**src/rtl/instr_fetch_decode.sv**
```systemverilog
// instr_fetch_decode: fetch-and-decode front end of the 4-bit microcontroller.
// It holds the program counter and registers each program-memory byte into the
// instruction register. It decodes that byte into the computational unit's control
// word, and resolves unconditional and zero-flag-conditional jumps.
// Optional feature macro: DELAY_SLOT_EN. When it is defined, the byte fetched after
// a taken jump executes as a delay slot instead of being squashed.
module instr_fetch_decode (
  input  logic       clk,
  input  logic       sync_reset,
  input  logic [7:0] pm_data,
  input  logic       r_eq_0,
  output logic [7:0] pm_addr,
  output logic [3:0] ir_nibble,
  output logic [3:0] source_sel,
  output logic [8:0] reg_en,
  output logic       x_sel,
  output logic       y_sel,
  output logic       i_sel
);

  typedef enum logic [1:0] {
    ST_RESET = 2'd0,
    ST_RUN   = 2'd1,
    ST_FLUSH = 2'd2
  } fetch_state_e;

  fetch_state_e state_q, state_d;
  logic [7:0]   pc_q, pc_d;
  logic [7:0]   ir_q;
  logic [7:0]   ir_pc_q;
  logic         jump_taken_s;
  logic [2:0]   move_ddd_s;
  logic [2:0]   move_sss_s;
  logic         dm_access_s;

  // Register-enable bit for a destination field. The i post-increment that goes
  // with a data-memory access is added by the caller.
  function automatic logic [8:0] dest_en(input logic [2:0] ddd);
    logic [8:0] en;
    case (ddd)
      3'd0:    en = 9'h001;
      3'd1:    en = 9'h002;
      3'd2:    en = 9'h004;
      3'd3:    en = 9'h008;
      3'd4:    en = 9'h100;
      3'd5:    en = 9'h020;
      3'd6:    en = 9'h040;
      3'd7:    en = 9'h080;
      default: en = 9'h000;
    endcase
    return en;
  endfunction

  assign pm_addr    = pc_q;
  assign move_ddd_s = ir_q[5:3];
  assign move_sss_s = ir_q[2:0];
  // A move that reads or writes data memory also post-increments i.
  assign dm_access_s = (move_sss_s == 3'd7) || (move_ddd_s == 3'd7);

  // Decode the held instruction into the control word; idle outside RUN and for jumps.
  always_comb begin
    reg_en       = 9'h000;
    source_sel   = 4'hF;
    x_sel        = 1'b0;
    y_sel        = 1'b0;
    i_sel        = 1'b0;
    ir_nibble    = 4'h0;
    jump_taken_s = 1'b0;
    if (state_q == ST_RUN) begin
      casez (ir_q)
        8'b0???????: begin
          // Load immediate nibble
          source_sel = 4'd8;
          ir_nibble  = ir_q[3:0];
          reg_en     = dest_en(ir_q[6:4]) | ((ir_q[6:4] == 3'd7) ? 9'h040 : 9'h000);
          i_sel      = (ir_q[6:4] == 3'd7);
        end
        8'b10??????: begin
          // Register move; same source and destination selects the input pins
          source_sel = (move_sss_s == move_ddd_s) ? 4'd9 : {1'b0, move_sss_s};
          ir_nibble  = ir_q[3:0];
          reg_en     = dest_en(move_ddd_s) | (dm_access_s ? 9'h040 : 9'h000);
          // A load of i itself overrides the post-increment mode
          i_sel      = dm_access_s && (move_ddd_s != 3'd6);
        end
        8'b110?????: begin
          // ALU operation writes r and the zero flag
          reg_en    = 9'h010;
          x_sel     = ir_q[4];
          y_sel     = ir_q[3];
          ir_nibble = ir_q[3:0];
        end
        8'b1110????: begin
          jump_taken_s = 1'b1;
        end
        8'b1111????: begin
          jump_taken_s = ~r_eq_0;
        end
        default: begin
          jump_taken_s = 1'b0;
        end
      endcase
    end else begin
      jump_taken_s = 1'b0;
    end
  end

  // Next program counter and fetch state. The jump target stays in the jump's own page.
  always_comb begin
    pc_d    = jump_taken_s ? {ir_pc_q[7:4], ir_q[3:0]} : (pc_q + 8'd1);
    state_d = state_q;
    case (state_q)
      ST_RESET: state_d = ST_RUN;
      ST_RUN: begin
`ifdef DELAY_SLOT_EN
        state_d = ST_RUN;
`else
        state_d = jump_taken_s ? ST_FLUSH : ST_RUN;
`endif
      end
      ST_FLUSH: state_d = ST_RUN;
      default:  state_d = ST_RESET;
    endcase
  end

  // Fetch pipeline and state registers; reset aborts any jump or flush in progress.
  always_ff @(posedge clk or posedge sync_reset) begin
    if (sync_reset) begin
      pc_q    <= 8'h00;
      ir_q    <= 8'h00;
      ir_pc_q <= 8'h00;
      state_q <= ST_RESET;
    end else begin
      pc_q    <= pc_d;
      ir_q    <= pm_data;
      ir_pc_q <= pc_q;
      state_q <= state_d;
    end
  end

endmodule

```
**config.mk**
```make
export PLATFORM = sky130hd
export DESIGN_NAME = instr_fetch_decode
export DESIGN_NICKNAME = d
export VERILOG_FILES = /design/src/rtl/instr_fetch_decode.sv
export SDC_FILE = /design/constraint.sdc
export NUM_CORES = 1
export LEC_CHECK = 0
export CELL_PAD_IN_SITES_DETAIL_PLACEMENT = 0
export CELL_PAD_IN_SITES_GLOBAL_PLACEMENT = 1
export CORE_AREA = 4 4 68 70
export CTS_CLUSTER_SIZE = 24
export DETAILED_ROUTE_END_ITERATION = 8
export DIE_AREA = 0 0 72 74
export GPL_TIMING_DRIVEN = 0
export PLACE_DENSITY = 0.81
export REMOVE_ABC_BUFFERS = 1
export SLEW_MARGIN = 20
export SYNTH_ARGS = -nofsm -noshare
export SYNTH_HDL_FRONTEND = slang
export SYNTH_SLANG_ARGS = --single-unit
```
**constraint.sdc**
```tcl
create_clock -name clk -period 1.47 [get_ports clk]
set_input_delay 0.2205 -clock clk [delete_from_list [all_inputs] [get_ports clk]]
set_output_delay 0.2205 -clock clk [all_outputs]
set_load 0.01 [all_outputs]
```
# [After elaboration in Yosys (flattened, before gate mapping)]
# Memory sizes are Yosys's and may differ from the RTL's.
# Cells that the tools add are included.
[op_classes] add_sub_neg=1 n_mux=24 n_eq_ne=11 n_reduce_logical=5 bitwise=4
[op_table] operator="2-to-1 mux 9 bit" count=5
[op_table] operator="one-hot mux 9 bit (3 select lines)" count=1
[op_table] operator="OR 9 x 7 -> 9 bit" count=2
[op_table] operator="2-to-1 mux 4 bit" count=4
[op_table] operator="2-to-1 mux 7 bit" count=2
[op_table] operator="== test 3 bit (second input constant)" count=4
[op_table] operator="adder 8 x 1 -> 8 bit (second input constant)" count=1
[op_table] operator="== test 4 bit (second input constant)" count=2
[op_table] operator="2-to-1 mux 8 bit" count=1
[op_table] operator="one-hot mux 4 bit (2 select lines)" count=1
[op_table] operator="2-to-1 mux 1 bit" count=6
[op_table] operator="== test 2 bit (second input constant)" count=2
[op_table] operator="one-hot mux 1 bit (2 select lines)" count=2
[op_table] operator="one-hot mux 2 bit (2 select lines)" count=1
[op_table] operator="== test 3 bit" count=1
[op_table] operator="!= test 3 bit (second input constant)" count=1
[op_table] operator="OR reduction 3 bit" count=1
[op_table] operator="== test 2 x 1 -> 1 bit (second input constant)" count=1
[op_table] operator="zero test 2 bit" count=1
[op_table] operator="2-to-1 mux 2 bit" count=1
[op_table] operator="NOT 1 bit" count=2
[op_table] operator="OR reduction 2 bit" count=1
[op_table] operator="logical AND 1 bit" count=1
[op_table] operator="logical OR 1 bit" count=1
[word_totals] romBits=128 memories=2 reg_bits=26 output_inout_bits=28
[memory_table] name="(name not given)" words=8 width=8 rd=1 rd_clocked_by_memory_dff=0 wr=0 line_no="40" rtl="case (ddd)"
[memory_table] name="(name not given)" words=8 width=8 rd=1 rd_clocked_by_memory_dff=0 wr=0 line_no="40"

# [Logic depth before layout (Yosys ltp)]
# Gate-level depths: netlist of run 1.
[logic_depth] ltp_word=6 mapped_depth=4 mapped_depth_nobuf=4

# [Worst setup path before layout of run 1]
# Ideal clock, no wire load.
[synth_path] path_type="register -> output" from="reg ir_q[6]" to="out reg_en[0]" t_arrival_ns=1.279 stages_incl_launch_ff=4 path_slack_ns=-0.029 required_time_ns=1.250 path_cell_list="dfrtp_1 clkbuf_1 nor3b_1 nor4bb_1"
[synth_between] elab_chain_cells=6
[synth_rtl] item="start: declaration" line_no="29" rtl="logic [7:0] ir_q;"
[synth_rtl] item="start signal: assignment" line_no="135" rtl="ir_q <= pm_data;"
[synth_rtl] item="memory (8 x 8 bit)"
[synth_rtl] item="2-to-1 mux 9 bit" line_no="70" rtl="casez (ir_q)"
[synth_rtl] item="2-to-1 mux 9 bit" line_no="69" rtl="if (state_q == ST_RUN) begin"
[synth_rtl] item="OR 9 x 7 -> 9 bit" line_no="75" rtl="reg_en = dest_en(ir_q[6:4]) | ((ir_q[6:4] == 3'd7) ? 9'h040 : 9'h000);"
[synth_rtl] item="one-hot mux 9 bit (3 select lines) *" line_no="70"
[synth_rtl] item="2-to-1 mux 9 bit *" line_no="69"
[synth_rtl] item="end: declaration" line_no="15" rtl="output logic [8:0] reg_en,"
# Every way passes the cells marked *; elsewhere a longest branch is shown, timed or not. The select of a mux whose other input is x is not followed.

# [Final worst setup path of run 1]
[layout_path] from="reg ir_q[5]" to="out reg_en[1]"
[layout_between] elab_chain_cells=6
[layout_rtl] item="memory (8 x 8 bit)"
[layout_rtl] item="2-to-1 mux 9 bit" line_no="70"
[layout_rtl] item="2-to-1 mux 9 bit" line_no="69"
[layout_rtl] item="OR 9 x 7 -> 9 bit, on equally long branches" line_no="82, 75"
[layout_rtl] item="one-hot mux 9 bit (3 select lines) *" line_no="70"
[layout_rtl] item="2-to-1 mux 9 bit *" line_no="69"
# Marked as above.

==> out/qor.yml, run 1 <==
wl_per_cell_um: 18.9
final_area_mm2: 0.00230
syn_avg_cell_area_um2: 10.0
grt_pass1_wl_um: 7220
holdCritStartpoint: "pm_data[1]"
grt_pass1_vias: 1435
violations: "negative setup slack"
cp.arrival_ns: 1.59
hp-class: "input pin to register"
timing.final.ws_setup_ns: -0.340
dieArea_mm2: 0.00533
antenna_left: 0
fill_cells: 293
rows: 23
drt-total-wl_um: 4720
grt.total_usage_pct: 17.6
dp_worst_setup_slack_ns: -0.676
ys_async_sr_fraction_pct: 100
rr_worst_depth: 5
core_mm2: 0.00397
synth-xor-area-share_pct: 4.47
r2r_start: "ir_q[4]"
io_pins: 39
worst_slew_pin_slew_ns: 0.819
antenna_cells: 0
worstPathRequired_ns: 1.25
timing.reg2reg.setup_slack_ns: -0.23
insertion_delay_ns: 0.27
cts_buffers: 3
placed_area_mm2: 0.00158
dr.pass1.iters: 4
worstHoldPathCells: 1
status: "finished, violations left"
skew_ns: 0.00467
critPathTopFamily: "buffers and inverters"
synth_adder_area_share_pct: 1.06
cp_max_fo: 5
cp_slowest_cell: "dfrtp_2"
synth_compound_area_share_pct: 11.2
crit_type: "register to output port"
min_period_ns: 1.81
cts.path.max_buffers: 2
maxCapViolCount: 0
ys_warn_count: 0
p_per_area_mw_per_mm2: 1160
clk_pin_slew_ns: 0.08
die_y_um: 74
synthFlopType: "dfrtp_1"
cts_tree: "yes"
drtIter0Drc: 30
achievable-frequency_mhz: 553
start_util_pct: 29.6
cts.sink_count: 22
drv_slew: 0
vias_per_cell: 5.35
relSlewSlack_pct: 45.3
fp.dieW_um: 72
num_vias: 1332
ir_drop_uv: 1080
h-tree-depth: 1
place_congestion: 0.831
hold_end: "ir_q[1]"
path_cells: "buf_6 > buf_6 > buf_6 > nor4_4 > buf_2"
antenna_found_initial: 0
muxShareOfSynthArea_pct: 6.92
syn_area_mm2: 0.00117
drc: 0
finalSetupViolCount: 28
synth_simple_gate_area_share_pct: 25.7
cellLeakagePower_nw: 1.05
dp_hpwl_um: 2190
ctsHoldBuffers: 0
synth_edf_count: 0
crit_buf_inv: 4
cts_root_buf: "clkbuf_8"
ys_ff_latch: 22
overflow: 0
reg2reg_to: "pm_addr[4]"
finalHoldViolCount: 0
synth_top_family_by_area: "simple AND/OR/NAND/NOR gates"
max_stage_delay_ns: 0.47
rsz0062_at_grt: "yes"
area_growth_pct: 96.0
worst_setup_path_start_kind: "register"
period_share_pct: 123
port_buffers: 38
ys_seq_area_share_pct: 46.9
grt_max_degree: 23
crit_path_end_kind: "output port"
tns_ns: -6.33
drive_gt1_share_pct: 60.8
cpMostUsedCell: "buf_6"
nNetsFinal: 212
synth.distinct_cells: 36
syn_inst: 117
## report_power, final
part           leakage, nW  switching, mW  internal (mW)  total, mW
Combinational        0.777          0.541          0.756       1.30
Clock               0.0288          0.208          0.240      0.448
Sequential           0.243          0.131          0.785      0.916
## Yosys cell counts (2+ instances only)
| library cell | n | share of area, % |
|---|---|---|
| a21oi_1 | 3 | 1.3 |
| a31o_2 | 2 | 1.5 |
| a31oi_1 | 4 | 2.1 |
| and2_1 | 2 | 1.1 |
| and3_1 | 6 | 3.2 |
| clkbuf_1 | 7 | 2.2 |
| dfrtp_1 | 22 | 47 |
| inv_1 | 3 | 0.96 |
| mux2_4 | 4 | 5.1 |
| nand2_1 | 6 | 1.9 |
| nand2b_1 | 2 | 1.1 |
| nand3_1 | 7 | 3.0 |
| nor2_1 | 5 | 1.6 |
| nor2b_1 | 3 | 1.6 |
| nor3_1 | 3 | 1.3 |
| nor3b_1 | 3 | 1.9 |
| nor4_1 | 5 | 2.7 |
| nor4bb_1 | 2 | 1.7 |
| o21ai_0 | 4 | 1.7 |
| or3_1 | 4 | 2.1 |
| xnor2_1 | 5 | 3.7 |
## worst max-delay path by stage
stage | startpoint | endpoint | cells after the start
2_1_floorplan | ir_q[5] | pm_addr[3] | 3
3_3_place_gp | ir_q[7] | pm_addr[4] | 3
3_5_place_dp | ir_q[5] | pm_addr[4] | 3
4_1_cts | ir_q[6] | reg_en[5] | 5
5_1_grt | ir_q[5] | reg_en[1] | 5
6_report | ir_q[5] | reg_en[1] | 5
## sequential cells by signal, summed over array words and instances (netlist names)
| register | count |
|---|---|
| ir_pc_q | 4 |
| ir_q | 8 |
| pm_addr | 8 |
| state_q | 2 |
## worst reg2reg max path, stage by stage, from the launching register on
cell and delay, ns:
dfrtp_2 0.47, buf_6 0.15, buf_6 0.11, and2_4 0.15, or3_4 0.39, mux2_4 0.32
## repair_timing
action	CTS	global route
setup buffers	43	4
gates cloned	1	0
pin swaps	25	6
gates resized for setup	150	23
endpoints found under the setup margin	36	30
## layout make-up
class / count / area [um^2] / area share, %
multi-input combinational: 85 / 858 / 37.3
timing repair buffer: 85 / 752 / 32.7
tap: 50 / 62.6 / 2.72
clock buffer: 4 / 55.1 / 2.39
sequential: 22 / 563 / 24.5
inverter: 3 / 11.3 / 0.489
## cells in the final DEF, fill, tap and decap left out, types with 4 or more instances in the layout
| master | n |
|---|---|
| nor4_1 | 4 |
| buf_6 | 26 |
| clkbuf_8 | 4 |
| dfrtp_1 | 12 |
| o21ai_0 | 4 |
| nand3_1 | 4 |
| nor2_1 | 5 |
| buf_4 | 28 |
| clkdlybuf4s50_1 | 15 |
| dfrtp_2 | 10 |
| mux2_4 | 4 |
| buf_2 | 13 |
## cells by family after synthesis
| kind of cell | Yosys count |
|---|---|
| multiplexers | 6 |
| XOR/XNOR | 6 |
| adder cells (fa/ha/maj) | 1 |
| buffers and inverters | 11 |
| AND/OR/NAND/NOR | 52 |
| AO/OA/AOI/OAI | 19 |
| flip-flops | 22 |
## per-stage QoR
| stage | cells | util, % | hold WS [ns] | total power [mW] |
|---|---|---|---|---|
| 2_1_floorplan | 109 | - | 0.210 | 1.39 |
| 3_3_place_gp | 197 | 39.9 | 0.412 | 1.78 |
| 3_5_place_dp | 197 | 39.9 | 0.426 | 1.81 |
| 4_1_cts | 245 | 53.7 | 0.375 | 2.51 |
| 5_1_grt | 249 | 58.0 | 0.371 | 2.81 |
| 6_report | 249 | 58.0 | 0.377 | 2.66 |
## per-layer routing
layer / track usage (%) / vias up / wire [um]
met5: 0 / - / 0
li1: - / 602 / -
met2: 33.0 / 54 / 2520
met1: 19.3 / 664 / 1830
met4: 8.14 / 0 / 141
met3: 3.11 / 12 / 227
No activity file was read; power rests on OpenSTA's default activity.
==> run 2, diff against run 1 <==
REMOVE_ABC_BUFFERS = unset   (was 1)
==> out/qor.yml, run 2 (synthesis gave the netlist of run 1 again) <==
r2r_start: "ir_q[4]"  # unchanged
fp.dieW_um: 72  # unchanged
rows: 23  # unchanged
worstHoldPathCells: 1  # unchanged
insertion_delay_ns: 0.25  # was 0.27 ns
total_power_mw: 2.60  # was 2.66 mW
worst_slew_pin_slew_ns: 0.831  # was 0.819 ns
mostFrequentLayoutCell: "buf_4"  # unchanged
period_share_pct: 121  # was 123%
cts_buffers: 3  # unchanged
max_stage_delay_ns: 0.48  # was 0.47 ns
finalHoldViolCount: 0  # unchanged
p_comb_share_pct: 48.6  # was 48.7%
timing.reg2reg.setup_slack_ns: -0.16  # was -0.23 ns
cp_max_fo: 5  # unchanged
worst_setup_path_start_kind: "register"  # unchanged
start_util_pct: 29.6  # unchanged
p_per_area_mw_per_mm2: 1100  # was 1160 mW/mm^2
drtIter0Drc: 37  # was 30
dr.pass1.iters: 7  # was 4
drc: 0  # unchanged
crit_start: "ir_q[4]"  # was ir_q[5]
ir_drop_uv: 795  # was 1080 uV
io_pins: 39  # unchanged
internal-power_mw: 1.72  # was 1.78 mW
syn_nets: 129
status: "finished, violations left"  # unchanged
path_cells: "xnor2_2 > nand3_2 > buf_4 > a31oi_1 > buf_2"  # was buf_6 > buf_6 > buf_6 > nor4_4 > buf_2
cts.path.max_buffers: 2  # unchanged
min_period_ns: 1.77  # was 1.81 ns
holdCritStartpoint: "pm_data[2]"  # was pm_data[1]
drt-total-wl_um: 4480  # was 4720 um
achievable-frequency_mhz: 564  # was 553 MHz
cts_root_buf: "clkbuf_8"  # unchanged
antenna_found_initial: 0  # unchanged
h-tree-depth: 1  # unchanged
maxCapViolCount: 0  # unchanged
crit_type: "register to output port"  # unchanged
fill_cells: 315  # was 293
relSlewSlack_pct: 44.5  # was 45.3%
cp_slowest_cell: "dfrtp_2"  # unchanged
place_inst: 205  # was 197
layout.cells.non_filler: 245  # was 249
hold_end: "ir_q[2]"  # was ir_q[1]
antenna_left: 0  # unchanged
clkPwrFrac_pct: 14.1  # was 16.8%
grt.total_usage_pct: 14.5  # was 17.6%
area_growth_pct: 100  # was 96.0%
core_mm2: 0.00397  # unchanged
final_cell_mix: "29 x buf_4, 19 x buf_6, 13 x clkdlybuf4s50_1, 13 x dfrtp_1"  # was 28 x buf_4, 26 x buf_6, 15 x clkdlybuf4s50_1
worstPathRequired_ns: 1.25  # about the same
cellLeakagePower_nw: 1.06  # was 1.05 nW
cp.arrival_ns: 1.55  # was 1.59 ns
pwr-share-seq_pct: 37.3  # was 34.4%
reg2reg_to: "pm_addr[1]"  # was pm_addr[4]
place_congestion: 0.763  # was 0.831
rr_worst_depth: 4  # was 5
crit_path_end_kind: "output port"  # unchanged
critPathTopFamily: "flip-flops"  # was buffers and inverters
drive_gt1_share_pct: 64.1  # was 60.8%
clk_pin_slew_ns: 0.08  # about the same
vias_per_cell: 5.28  # was 5.35
antenna_cells: 0  # unchanged
grt_pass1_wl_um: 6130  # was 7220 um
nNetsFinal: 209  # was 212
finalSetupViolCount: 29  # was 28
num_vias: 1293  # was 1332
grt_max_degree: 23  # unchanged
netSwitchingPower_mw: 0.879  # was 0.880 mW
hold_ws_ns: 0.393  # was 0.377 ns
cts_tree: "yes"  # unchanged
rsz0062_at_grt: "yes"  # unchanged
timing.final.ws_setup_ns: -0.303  # was -0.340 ns
dp_hpwl_um: 2310  # was 2190 um
drv_slew: 0  # unchanged
die_y_um: 74  # unchanged
violations: "negative setup slack"  # unchanged
skew_ns: 0.00119  # was 0.00467 ns
grt_pass1_vias: 1314  # was 1435
hp-class: "input pin to register"  # unchanged
dieArea_mm2: 0.00533  # unchanged
swShare_pct: 33.9  # was 33.1%
crit_buf_inv: 2  # was 4
cts.sink_count: 22  # unchanged
overflow: 0  # unchanged
wl_per_cell_um: 18.3  # was 18.9 um
port_buffers: 38  # unchanged
run 2: cell count changes in the layout (fill, tap and decap cells not counted), moves of 3 or more:
cell,previous run,this run
buf_6,26,19
buf_8,0,5
buf_2,13,9
nor4_1,4,1
run 2: per-stage QoR:
stage | utilization (%) | setup slack (ns) | TNS, ns | cell area [um^2]
final | 59.2 | -0.303 | -5.07 | 2350
after global routing | 59.2 | -0.354 | -6.35 | 2350
after CTS | 51.0 | -0.299 | -3.73 | 2030
after detailed placement | 41.1 | -0.697 | -11.97 | 1630
after global placement | 41.1 | -0.677 | -11.81 | 1630
after floorplan | - | 0.00852 | 0 | 1190
run 2: final cells by class:
cell class	instances	area, um^2	area share, %
Timing Repair Buffer	77	701	29.8
Tap cell	50	62.6	2.66
Inverter	3	11.3	0.479
Sequential cell	22	562	23.9
Buffer	6	87.6	3.72
Multi-Input combinational cell	84	887	37.7
Clock buffer	3	41.3	1.76
run 2: worst reg2reg max path, delay by kind of cell, from the launching register on:
kind	cells	cell delay, ns
muxes	1	0.32
DFF	1	0.48
buffers and inverters	1	0.14
and+or+nand+nor	2	0.58
run 2: how the worst max path moves through the flow:
stage,end,depth (start not counted)
2_1_floorplan,pm_addr[1],4
3_3_place_gp,reg_en[0],4
3_5_place_dp,reg_en[0],4
4_1_cts,reg_en[0],5
5_1_grt,source_sel[0],5
6_report,source_sel[0],5
run 2: metal layers:
layer	vias up	global-route usage, %	share of wire, %
met5	-	0	0
met4	0	4.18	1.6
met3	10	3.24	4.5
met2	53	25.9	51
met1	641	17.6	43
li1	589	-	-
run 2: repair_timing:
action / CTS / global route
buffers inserted: 32 / 7
setup endpoints to repair: 29 / 34
cloned: 1 / 0
pin swaps: 19 / 18
gates resized for setup: 135 / 61
hold buffers: 0 / 0
run 2: power by group through the flow:
stage               Clock, mW  Sequential, mW  Combinational (mW)
CTS                     0.365           0.942                1.05
finish                  0.365           0.969                1.26
floorplan                   0           0.980               0.419
global placement            0           0.969               0.832
detailed placement          0           0.980               0.846
global route            0.398           0.991                1.34
==> run 3, diff against run 2 <==
ABC_AREA = 1   (was unset)
CAP_MARGIN = 0   (was unset)
CORE_AREA = 4 4 69 71   (was 4 4 68 70)
DIE_AREA = 0 0 73 75   (was 0 0 72 74)
PLACE_DENSITY = 0.83   (was 0.81)
==> out/qor.yml, run 3 <==
status: "finished, violations left"  # unchanged
violations: "negative setup slack"  # unchanged
drt-total-wl_um: 3650  # was 4480 um
synthFlopType: "dfrtp_1"  # unchanged
hold_end: "ir_q[3]"  # was ir_q[2]
ir_drop_uv: 773  # was 795 uV
vias_per_cell: 4.65  # was 5.28
timing.final.ws_setup_ns: -0.146  # was -0.303 ns
final_cell_mix: "37 x nand2_1, 22 x buf_4, 18 x dfrtp_1, 18 x buf_2, 13 x clkdlybuf4s50_1"  # was 29 x buf_4, 19 x buf_6, 13 x clkdlybuf4s50_1, 13 x dfrtp_1
synth_commonest_cells: "42 x nand2_1, 22 x dfrtp_1, 20 x nand3_1"  # was 22 x dfrtp_1, 7 x clkbuf_1, 7 x nand3_1
grt_pass1_wl_um: 5520  # was 6130 um
final_area_mm2: 0.00207  # was 0.00235 mm^2
worst_setup_path_start_kind: "register"  # unchanged
finalSetupViolCount: 20  # was 29
syn_nets: 164  # was 129
worstPathRequired_ns: 1.25  # about the same
drtIter0Drc: 29  # was 37
crit_path_end_kind: "output port"  # unchanged
nNetsFinal: 234  # was 209
fp.dieW_um: 73  # was 72 um
rsz0062_at_grt: "yes"  # unchanged
maxCapViolCount: 0  # unchanged
port_buffers: 38  # unchanged
ys_warn_count: 0  # unchanged
insertion_delay_ns: 0.26  # was 0.25 ns
min_period_ns: 1.62  # was 1.77 ns
drv_slew: 0  # unchanged
drc: 0  # unchanged
dr.pass1.iters: 4  # was 7
drive_gt1_share_pct: 50.2  # was 64.1%
total_power_mw: 2.71  # was 2.60 mW
path_cells: "buf_6 > inv_8 > nor2_4 > buf_4 > a22oi_2 > nor2_1 > buf_2"  # was xnor2_2 > nand3_2 > buf_4 > a31oi_1 > buf_2
cts_tree: "yes"  # unchanged
area_growth_pct: 76.6  # was 100%
achievable-frequency_mhz: 619  # was 564 MHz
grt_pass1_vias: 1219  # was 1314
synth_top_area_share_pct: 46.9  # unchanged
overflow: 0  # unchanged
cts_buffers: 3  # unchanged
max_stage_delay_ns: 0.37  # was 0.48 ns
io_pins: 39  # unchanged
cp.arrival_ns: 1.40  # was 1.55 ns
period_share_pct: 110  # was 121%
reg2reg_to: "pm_addr[3]"  # was pm_addr[1]
antenna_found_initial: 0  # unchanged
ys_async_sr_fraction_pct: 100  # unchanged
place_congestion: 0.772  # was 0.763
cellLeakagePower_nw: 1.02  # was 1.06 nW
synthTopCellsByArea: "dfrtp_1 47%, nand2_1 13%, nand3_1 8.5%"  # was dfrtp_1 47%, mux2_4 5.1%, xnor2_1 3.7%
r2r_start: "ir_q[7]"  # was ir_q[4]
dp_worst_setup_slack_ns: -0.410  # was -0.697 ns
rr_worst_depth: 7  # was 4
dieArea_mm2: 0.00548  # was 0.00533 mm^2
crit_buf_inv: 4  # was 2
syn_area_mm2: 0.00117  # unchanged
num_vias: 1269  # was 1293
worstHoldPathCells: 1  # unchanged
cts.sink_count: 22  # unchanged
p_per_area_mw_per_mm2: 1310  # was 1100 mW/mm^2
placed_area_mm2: 0.00162  # was 0.00163 mm^2
antenna_left: 0  # unchanged
ys_seq_area_share_pct: 46.9  # unchanged
synth_edf_count: 0  # unchanged
wl_per_cell_um: 13.4  # was 18.3 um
ctsHoldBuffers: 0  # unchanged
finalHoldViolCount: 0  # unchanged
crit_type: "register to output port"  # unchanged
cp_max_fo: 7  # was 5
start_util_pct: 27.7  # was 29.6%
core_mm2: 0.00423  # was 0.00397 mm^2
mostFrequentLayoutCell: "nand2_1"  # was buf_4
cts.path.max_buffers: 2  # unchanged
syn_avg_cell_area_um2: 7.73  # was 10.0 um^2
yosysTopAreaCell: "dfrtp_1"  # unchanged
relSlewSlack_pct: 45.0  # was 44.5%
timing.reg2reg.setup_slack_ns: 0.08  # was -0.16 ns
dp_hpwl_um: 2200  # was 2310 um
syn_inst: 152  # was 117
die_y_um: 75  # was 74 um
grt_max_degree: 23  # unchanged
skew_ns: 0.00339  # was 0.00119 ns
hp-class: "input pin to register"  # unchanged
cp_slowest_cell: "dfrtp_1"  # was dfrtp_2
grt.total_usage_pct: 13.1  # was 14.5%
synth.distinct_cells: 24  # was 36
critPathTopFamily: "buffers and inverters"  # was flip-flops
cts_root_buf: "clkbuf_8"  # unchanged
rows: 24  # was 23
worst_slew_pin_slew_ns: 0.824  # was 0.831 ns
h-tree-depth: 1  # unchanged
antenna_cells: 0  # unchanged
ys_ff_latch: 22  # unchanged
holdCritStartpoint: "pm_data[3]"  # was pm_data[2]
clk_pin_slew_ns: 0.07  # was 0.08 ns
yosysMostFrequentCell: "nand2_1"  # was dfrtp_1
run 3: changes by cell type in the layout (fill, tap and decap cells not counted), sizes merged, moves of 13 or more:
| cell | delta |
|---|---|
| nand3 | +14 |
| buf | -14 |
| inv | +15 |
| nor2 | +13 |
| nand2 | +38 |
run 3: how the worst max path moves through the flow:
stage / startpoint / end / cells after the start
after floorplan: state_q[1] / y_sel / 4
after global placement: ir_q[3] / source_sel[0] / 8
after detailed placement: ir_q[6] / reg_en[3] / 6
after CTS: ir_q[7] / reg_en[7] / 6
after global routing: ir_q[6] / i_sel / 6
final: ir_q[5] / reg_en[5] / 7
run 3: stage by stage:
step	utilization, %	cells	hold slack [ns]	setup TNS [ns]
6_report	49.0	273	0.389	-1.89
5_1_grt	49.0	273	0.379	-3.42
4_1_cts	44.3	263	0.381	-1.79
3_5_place_dp	38.3	242	0.419	-5.63
3_3_place_gp	38.3	242	0.425	-5.56
2_1_floorplan	-	152	0.210	0
run 3: cell type report:
type / count / area (um^2)
sequential: 22 / 556
multi-input combinational: 108 / 723
tap: 52 / 65.1
clock buffer: 4 / 55.1
buffer: 3 / 42.5
fill: 399 / 2160
timing repair buffer: 65 / 537
inverter: 19 / 96.3
run 3: repair_timing:
action / in CTS / in global routing
setup endpoints to repair: 25 / 24
cloned: 0 / 2
pin swaps: 11 / 13
resized for setup: 133 / 30
buffers inserted: 17 / 8
run 3: logic make-up (layout without fill, tap and decap cells):
group / after synthesis / count (layout) / synth area share [%]
and+or+nand+nor: 87 / 87 / 33.4
DFF: 22 / 22 / 46.9
buffers and inverters: 22 / 91 / 8.73
AOI/OAI and AO/OA: 17 / 17 / 7.67
xor gates and xnor gates: 3 / 3 / 2.24
adders and majority gates: 1 / 1 / 1.06
run 3: layer usage:
layer  share of wire (%)  up-vias  wire length (um)  global-route usage (%)
li1                    -      620                 -                       -
met1                  41      599              1480                    15.5
met2                  51       40              1870                    23.2
met3                 5.8       10               212                    2.14
met4                 2.4        0                87                    6.15
met5                   0        -                 0                       0
run 3: report_power, final:
group	leakage, nW	switching, mW	internal [mW]
clock	0.0288	0.184	0.239
combinational	0.728	0.662	0.685
sequential	0.262	0.150	0.788
total	1.02	0.997	1.71
run 3: worst register-to-register path, cell delays in order (launching register included):
cell      delay [ns]
dfrtp_2         0.46
buf_4           0.16
nand2_4         0.06
buf_4           0.13
nor2_4          0.10
nand3_4         0.14
clkinv_4        0.12
o21ai_0         0.10
